===== src/rtl/bip_fetch_decode.sv =====
// Fetch/decode unit for the 16-bit accumulator CPU: drives the program counter and
// registers datapath control strobes. Optional macro BIP_ILLEGAL_HALT_EN halts on opcodes 01000-11111.
module bip_fetch_decode #(
  parameter int unsigned addr_bus  = 11,
  parameter int unsigned data_size = 16
) (
  input  logic                 Clk,
  input  logic                 Reset,
  input  logic                 Enable,
  input  logic [data_size-1:0] Prog_Data,
  output logic [addr_bus-1:0]  Prog_Addr,
  output logic [addr_bus-1:0]  Operand,
  output logic [1:0]           Sel_A,
  output logic                 Sel_B,
  output logic                 Op,
  output logic                 Wr_Acc,
  output logic                 Wr_Ram,
  output logic                 Halted
);

  localparam int unsigned OPC_W = 5;

  localparam logic [OPC_W-1:0] OPC_HLT  = 5'b00000;
  localparam logic [OPC_W-1:0] OPC_STO  = 5'b00001;
  localparam logic [OPC_W-1:0] OPC_LD   = 5'b00010;
  localparam logic [OPC_W-1:0] OPC_LDI  = 5'b00011;
  localparam logic [OPC_W-1:0] OPC_ADD  = 5'b00100;
  localparam logic [OPC_W-1:0] OPC_ADDI = 5'b00101;
  localparam logic [OPC_W-1:0] OPC_SUB  = 5'b00110;
  localparam logic [OPC_W-1:0] OPC_SUBI = 5'b00111;

  localparam logic [1:0] SEL_A_RAM = 2'd0;
  localparam logic [1:0] SEL_A_IMM = 2'd1;
  localparam logic [1:0] SEL_A_ALU = 2'd2;

  typedef enum logic {S_RUN, S_HALT} state_t;

  state_t              r_state, w_state_nxt;
  logic [addr_bus-1:0] r_pc, w_pc_nxt;
  logic [addr_bus-1:0] r_operand, w_operand_nxt;
  logic [1:0]          r_sel_a, w_sel_a_nxt;
  logic                r_sel_b, w_sel_b_nxt;
  logic                r_op, w_op_nxt;
  logic                r_wr_acc, w_wr_acc_nxt;
  logic                r_wr_ram, w_wr_ram_nxt;
  logic                r_halted, w_halted_nxt;
  logic [OPC_W-1:0]    w_opcode;

  assign w_opcode = Prog_Data[data_size-1 -: OPC_W];

  always_ff @(posedge Clk or posedge Reset) begin
    if (Reset) begin
      r_state   <= S_RUN;
      r_pc      <= '0;
      r_operand <= '0;
      r_sel_a   <= SEL_A_RAM;
      r_sel_b   <= 1'b0;
      r_op      <= 1'b0;
      r_wr_acc  <= 1'b0;
      r_wr_ram  <= 1'b0;
      r_halted  <= 1'b0;
    end else begin
      r_state   <= w_state_nxt;
      r_pc      <= w_pc_nxt;
      r_operand <= w_operand_nxt;
      r_sel_a   <= w_sel_a_nxt;
      r_sel_b   <= w_sel_b_nxt;
      r_op      <= w_op_nxt;
      r_wr_acc  <= w_wr_acc_nxt;
      r_wr_ram  <= w_wr_ram_nxt;
      r_halted  <= w_halted_nxt;
    end
  end

  // Write strobes default low so a stall or halt never repeats a write.
  always_comb begin
    w_state_nxt   = r_state;
    w_pc_nxt      = r_pc;
    w_operand_nxt = r_operand;
    w_sel_a_nxt   = r_sel_a;
    w_sel_b_nxt   = r_sel_b;
    w_op_nxt      = r_op;
    w_wr_acc_nxt  = 1'b0;
    w_wr_ram_nxt  = 1'b0;
    w_halted_nxt  = r_halted;

    case (r_state)
      S_RUN: begin
        if (Enable) begin
          w_operand_nxt = Prog_Data[addr_bus-1:0];
          w_sel_a_nxt   = SEL_A_RAM;
          w_sel_b_nxt   = 1'b0;
          w_op_nxt      = 1'b0;
          w_pc_nxt      = r_pc + addr_bus'(1);
          case (w_opcode)
            OPC_HLT: begin
              w_state_nxt  = S_HALT;
              w_halted_nxt = 1'b1;
              w_pc_nxt     = r_pc;
            end
            OPC_STO: w_wr_ram_nxt = 1'b1;
            OPC_LD:  w_wr_acc_nxt = 1'b1;
            OPC_LDI: begin
              w_sel_a_nxt  = SEL_A_IMM;
              w_wr_acc_nxt = 1'b1;
            end
            OPC_ADD, OPC_ADDI, OPC_SUB, OPC_SUBI: begin
              w_sel_a_nxt  = SEL_A_ALU;
              w_sel_b_nxt  = w_opcode[0];
              w_op_nxt     = w_opcode[1];
              w_wr_acc_nxt = 1'b1;
            end
            default: begin
`ifdef BIP_ILLEGAL_HALT_EN
              w_state_nxt  = S_HALT;
              w_halted_nxt = 1'b1;
              w_pc_nxt     = r_pc;
`else
              w_state_nxt  = S_RUN;
`endif
            end
          endcase
        end
      end
      S_HALT: begin
        w_halted_nxt = 1'b1;
      end
      default: begin
        w_state_nxt = S_RUN;
      end
    endcase
  end

  assign Prog_Addr = r_pc;
  assign Operand   = r_operand;
  assign Sel_A     = r_sel_a;
  assign Sel_B     = r_sel_b;
  assign Op        = r_op;
  assign Wr_Acc    = r_wr_acc;
  assign Wr_Ram    = r_wr_ram;
  assign Halted    = r_halted;

endmodule


===== config.mk =====
export PLATFORM = sky130hd
export DESIGN_NAME = bip_fetch_decode
export DESIGN_NICKNAME = d
export VERILOG_FILES = /design/src/rtl/bip_fetch_decode.sv
export SDC_FILE = /design/constraint.sdc
export NUM_CORES = 1
export LEC_CHECK = 0
export CAP_MARGIN = 25
export CORE_UTILIZATION = 35
export DETAILED_ROUTE_END_ITERATION = 10
export GPL_ROUTABILITY_DRIVEN = 0
export PLACE_DENSITY = 0.65
export SETUP_SLACK_MARGIN = 0.3
export SYNTH_ARGS = -nofsm -noshare
export SYNTH_HDL_FRONTEND = slang
export SYNTH_SLANG_ARGS = --single-unit

===== constraint.sdc =====
create_clock -name Clk -period 2.1 [get_ports Clk]
set_input_delay 0.42 -clock Clk [delete_from_list [all_inputs] [get_ports Clk]]
set_output_delay 0.42 -clock Clk [all_outputs]
set_load 0.02 [all_outputs]

==> results.py, run 1 <==
metrics = {
    "status": {
        "status": "complete, no violations",
    },
    "synthesis": {
        "synth_ff_type": "dfrtp_1",
        "synth.distinct_cells": 31,
        "synthArstFlopShare_pct": 100,
        "syn-cell-area_um2": 1320,
        "synthCells": 125,
        "yosys_warnings": 0,
        "synth_seq_area_share_pct": 57.0,
        "synth_most_common_cell": "nand2_1",
        "syn_area_per_cell_um2": 10.5,
        "synthTopCellsByArea": "dfrtp_1 (57%), nand2_1 (12%), a2111oi_2 (3.4%)",
        "synth_seq_cells": 30,
        "yosys.area.top_type": "dfrtp_1",
        "synth-edff-count": 0,
        "synth_top_area_share_pct": 57.0,
        "yosys-top-cells-count": "nand2_1 (41), dfrtp_1 (30), xnor2_1 (5), xor2_1 (5), inv_1 (4)",
        "synth_nets": 145,
    },
    "pwr": {
        "ir_worst_vdd_mv": 0.505,
        "power_density_nw_per_um2": 985,
        "power.leakage_nw": 0.917,
    },
    "sta": {
        "whs_ps": 472,
        "fmax_mhz": 559,
        "post-route-period-util_pct": 85.3,
        "rsz0062_at_grt": "no",
        "slew_violations": 0,
        "min_period_ps": 1790,
        "relSlewSlack_pct": 74.1,
        "setup_viol": 0,
        "worst_slack_ps": 310,
        "setup_tns_ps": 0,
        "clock_skew_ps": 4.83,
        "worst_slew_pin_slew_ps": 388,
        "finalHoldViolCount": 0,
    },
    "worst_setup_path": {
        "cp-start-kind": "input port",
        "critPathKind": "in2reg",
        "crit_path_max_fanout": 4,
        "crit_path_end_kind": "flop",
        "required_ps": 2280,
        "cp.arrival_ps": 1970,
    },
    "job": {
        "cap_violations": 0,
    },
    "clocking": {
        "htree_levels": 2,
        "cts_tree": "built",
        "post-cts-setup-buffers": 0,
        "clock_path_buffers": 2,
        "clk_latency_ps": 270,
        "clk_pin_slew_ps": 60,
        "cts_hold_buf": 0,
        "post_cts_resized": 0,
        "clkSinkCount": 30,
        "root_buffer": "clkbuf_8",
        "cts_buffers": 5,
    },
    "hold_path": {
        "hold_class": "reg2reg",
    },
    "final_layout": {
        "stdcell_area_um2": 2010,
        "antenna_cells": 0,
        "area_growth_pct": 52.8,
        "final_nets": 206,
        "final_util_pct": 58.0,
        "drive_above_1_share_pct": 13.4,
    },
    "floorplan": {
        "die_h_um": 63.4,
        "core_um2": 3470,
        "ios": 48,
        "num_rows": 21,
        "die_area_um2": 4010,
        "start_util_pct": 38.0,
        "fp.dieW_um": 63.4,
    },
    "placed_design": {
        "place_area_um2": 1910,
        "port_buffers": 47,
        "dp_hpwl_um": 2270,
        "pre_cts_slack_ps": 55.3,
    },
    "global_route": {
        "grt_max_degree": 31,
        "groute.usage.overall_pct": 16.7,
        "antenna_found_initial": 0,
        "grt_first_pass_wirelength_um": 5170,
        "grt_pass1_vias": 1103,
        "grt_overflow": 0,
    },
    "drt": {
        "dr.first_iter.drc_count": 38,
        "ant_nets": 0,
        "route.detailed.drc": 0,
        "drt-total-wl_um": 3040,
        "drt_pass1_iterations": 4,
        "viasPerCell": 4.92,
        "wl_per_cell_um": 13.0,
        "vias": 1146,
    },
}
## final cells by class
| cell class | count | area [um^2] |
|---|---|---|
| clock inverters | 1 | 5.00 |
| fillers | 309 | 1460 |
| repair buffers | 58 | 561 |
| well taps | 46 | 57.6 |
| multi-input cells | 87 | 538 |
| clock buffers | 7 | 86.3 |
| flip-flops and latches | 30 | 751 |
| inverters | 4 | 15.0 |
## routing by layer
| layer | track usage, % | wire length, um |
|---|---|---|
| met1 | 21.1 | 1390 |
| met2 | 27.3 | 1510 |
| met3 | 4.35 | 106 |
| met4 | 6.25 | 27 |
| met5 | 0 | 0 |
## worst paths after layout
check | start | to | slack, ps | depth (start not counted)
max in group asynchronous | Reset | Operand[9] | 1300 | 3
setup / recovery | Prog_Data[15] | Prog_Addr[5] | 310 | 5
hold reg to reg | Prog_Addr[10] | Prog_Addr[10] | 470 | 1
min in group asynchronous | Reset | Operand[1] | 520 | 3
hold / removal | Prog_Addr[10] | Prog_Addr[10] | 470 | 1
setup reg to reg | Prog_Addr[0] | Prog_Addr[8] | 620 | 4
## cell families (layout without fill, tap and decap cells)
kind of cell | after synthesis | after routing | share of synthesized area [%]
AOI/OAI and AO/OA | 17 | 17 | 11.4
xor gates and xnor gates | 10 | 10 | 6.65
adders and majority gates | 1 | 1 | 0.950
buffers and inverters | 8 | 70 | 2.37
DFF | 30 | 30 | 57.0
muxes | 1 | 1 | 0.855
and+or+nand+nor | 58 | 58 | 20.8
## worst max-delay path, stage by stage
cell             delay [ps]
clkdlybuf4s50_1         430
or4_4                   570
buf_4                   170
o2111ai_1               220
xnor2_1                 160
## power breakdown
group / switching [mW] / internal, mW
Sequential: 0.140 / 0.700
Combinational: 0.340 / 0.340
Clock: 0.199 / 0.264
## metrics by stage
stage                     total power [mW]  instances
after floorplan                       1.17        125
after global placement                1.53        225
after detailed placement              1.54        225
after CTS                             2.01        233
after global routing                  2.11        233
final                                 1.98        233
## sequential cells by signal (all words and copies together) (netlist names)
register	flops
Operand	11
Wr_Ram	1
Halted	1
Wr_Acc	1
r_state	1
Op	1
Prog_Addr	11
Sel_A	2
Sel_B	1
## layout by cell type, fill, tap and decap left out
| master | count |
|---|---|
| and3_1 | 1 |
| nand4_1 | 2 |
| nor4_4 | 1 |
| o2111ai_1 | 1 |
| and2_1 | 1 |
| o211ai_1 | 2 |
| o41ai_1 | 1 |
| mux2_1 | 1 |
| o31ai_1 | 1 |
| nor2_1 | 3 |
| clkdlybuf4s50_1 | 44 |
| xor2_1 | 5 |
| nor2b_2 | 1 |
| a211oi_1 | 2 |
| a2111oi_2 | 3 |
| ha_1 | 1 |
| dlymetal6s2s_1 | 3 |
| a211o_1 | 1 |
| o21ai_0 | 3 |
| inv_1 | 4 |
| dfrtp_1 | 30 |
| buf_4 | 11 |
| o21ai_2 | 1 |
| xnor2_1 | 5 |
| clkbuf_1 | 1 |
| nand4b_1 | 2 |
| nor4_1 | 1 |
| nand3_1 | 3 |
| a21o_1 | 1 |
| a2111oi_1 | 1 |
| nand2b_1 | 1 |
| nand2_1 | 41 |
| clkinv_2 | 1 |
| or4_4 | 1 |
| clkbuf_8 | 6 |
Note: power is estimated with default switching activity, not from simulation.
==> inputs of run 2 (changes only) <==
--- a/config.mk
+++ b/config.mk
@@ -9,6 +9,7 @@
 export CORE_UTILIZATION = 35
 export DETAILED_ROUTE_END_ITERATION = 10
 export GPL_ROUTABILITY_DRIVEN = 0
+export MAX_ROUTING_LAYER = met4
 export PLACE_DENSITY = 0.65
 export SETUP_SLACK_MARGIN = 0.3
 export SYNTH_ARGS = -nofsm -noshare
==> results of run 2 <==
The final DEF is identical to that of run 1; final timing and power are the same.
Main changes from that run: via count of the first global-routing pass 1103 -> 1104; overall routing resource usage 16.7% -> 17.2%
==> inputs of run 3 (changes only) <==
--- a/config.mk
+++ b/config.mk
@@ -9,9 +9,10 @@
 export CORE_UTILIZATION = 35
 export DETAILED_ROUTE_END_ITERATION = 10
 export GPL_ROUTABILITY_DRIVEN = 0
+export GPL_TIMING_DRIVEN = 1
 export MAX_ROUTING_LAYER = met4
 export PLACE_DENSITY = 0.65
-export SETUP_SLACK_MARGIN = 0.3
+export SETUP_SLACK_MARGIN = 0.5
 export SYNTH_ARGS = -nofsm -noshare
 export SYNTH_HDL_FRONTEND = slang
 export SYNTH_SLANG_ARGS = --single-unit
==> results.py, run 3 (synthesis results as in run 1) <==
metrics = {
    "worst_setup_path": {
        "critPathLaunch": "Prog_Data[13]",
        "slowest_stage": "or4_4",
        "rr_startpoint": "r_state",
        "cp-start-kind": "input port",
        "path_cells": "dlygate4sd2_1 -> or4_4 -> buf_6 -> o211ai_1 -> xnor2_1",
        "cp.arrival_ps": 1780,
        "endpoint": "Prog_Addr[2]",
        "critPathKind": "in2reg",
        "ff2ff_path_depth": 3,
        "crit_path_max_fanout": 4,
        "crit_path_end_kind": "flop",
        "reg2reg_slack_ps": 600,
        "crit_cells": 5,
        "slowest_delay_ps": 570,
        "required_ps": 2290,
        "cp_num_buf_inv": 2,
        "cp_top_family": "simple AND/OR/NAND/NOR gates",
        "r2r-end": "Prog_Addr[8]",
    },
    "global_route": {
        "grt_pass1_vias": 1124,
        "grt_overflow": 0,
        "groute.usage.overall_pct": 17.7,
        "antenna_found_initial": 0,
        "grt_max_degree": 31,
        "grt_first_pass_wirelength_um": 5310,
    },
    "hold_path": {
        "hold_class": "reg2reg",
    },
    "clocking": {
        "root_buffer": "clkbuf_8",
        "clk_latency_ps": 270,
        "cts_buffers": 5,
        "cts_tree": "built",
        "clk_pin_slew_ps": 60,
        "htree_levels": 2,
        "clock_path_buffers": 2,
        "clkSinkCount": 30,
    },
    "sta": {
        "fmax_mhz": 627,
        "min_period_ps": 1600,
        "rsz0062_at_grt": "no",
        "relSlewSlack_pct": 75.2,
        "clock_skew_ps": 5.36,
        "post-route-period-util_pct": 76.0,
        "worst_slew_pin_slew_ps": 372,
        "setup_viol": 0,
        "slew_violations": 0,
        "setup_tns_ps": 0,
        "finalHoldViolCount": 0,
    },
    "final_layout": {
        "final_nets": 206,
        "drive_above_1_share_pct": 15.0,
        "area_growth_pct": 54.2,
        "final_common_cell": "nand2_1",
        "final_cell_mix": "nand2_1 (41), dlygate4sd2_1 (34), dfrtp_1 (30)",
        "antenna_cells": 0,
    },
    "drt": {
        "ant_nets": 0,
        "drt_pass1_iterations": 4,
        "route.detailed.drc": 0,
        "dr.first_iter.drc_count": 30,
        "drt-total-wl_um": 3140,
        "vias": 1139,
        "wl_per_cell_um": 13.5,
        "viasPerCell": 4.89,
    },
    "floorplan": {
        "core_um2": 3470,
        "num_rows": 21,
        "start_util_pct": 38.0,
        "die_area_um2": 4010,
        "fp.dieW_um": 63.4,
        "die_h_um": 63.4,
        "ios": 48,
    },
    "status": {
        "status": "complete, no violations",
    },
    "placed_design": {
        "dp_hpwl_um": 2270,
        "port_buffers": 47,
    },
    "pwr": {
        "power.total_mw": 1.94,
        "power_density_nw_per_um2": 954,
        "ir_worst_vdd_mv": 0.506,
        "power.leakage_nw": 0.976,
    },
    "job": {
        "cap_violations": 0,
    },
}
## run 3: cell count changes in the layout (fill, tap and decap cells not counted), sizes merged
cell           change
dlygate4sd2       +34
clkdlybuf4s50     -31
dlymetal6s2s       -3
## run 3: per-stage QoR
step                      setup WS [ps]  instance area, um^2  util [%]  hold slack [ps]  cells
after global routing                508                 2030      58.6              491    233
after CTS                           523                 2010      57.9              469    233
final                               504                 2030      58.6              465    233
after global placement             80.0                 1910      55.1              454    225
after detailed placement           55.3                 1910      55.1              457    225
after floorplan                     525                 1320         -              487    125
## run 3: final cells by class
class                   instances  area, um^2
clock inverters                 1        5.00
fillers                       319        1440
clock buffers                   7        86.3
flip-flops and latches         30         751
well taps                      46        57.6
inverters                       4        15.0
multi-input cells              87         603
repair buffers                 58         514
## run 3: metal layers
metal  GRT usage (%)  vias up  share of wire, %
li1                -      553                 -
met1            21.4      555                45
met2            28.2       29                51
met3            4.53        2               3.5
met4            7.10        0              0.86
met5               -        -                 0
## run 3: power by group
part           switching, mW  internal [mW]
Clock                  0.198          0.264
Sequential             0.144          0.700
Combinational          0.364          0.267
Total                  0.707           1.23
## run 3: worst min-delay path by stage
stage	endpoint	from	slack, ps	cells after the start
6_report	Prog_Addr[10]	Prog_Addr[10]	470	1
2_1_floorplan	r_state	r_state	490	1
3_3_place_gp	Prog_Addr[10]	Prog_Addr[10]	450	1
4_1_cts	Prog_Addr[10]	Prog_Addr[10]	470	1
5_1_grt	Prog_Addr[10]	Prog_Addr[10]	490	1
3_5_place_dp	Halted	Halted	460	1
## run 3: repair_timing
action	in CTS	in global routing
pin swaps	4	0
buffers inserted	0	0
hold buffers	0	0
gates resized for setup	41	3
endpoints found under the setup margin	41	2
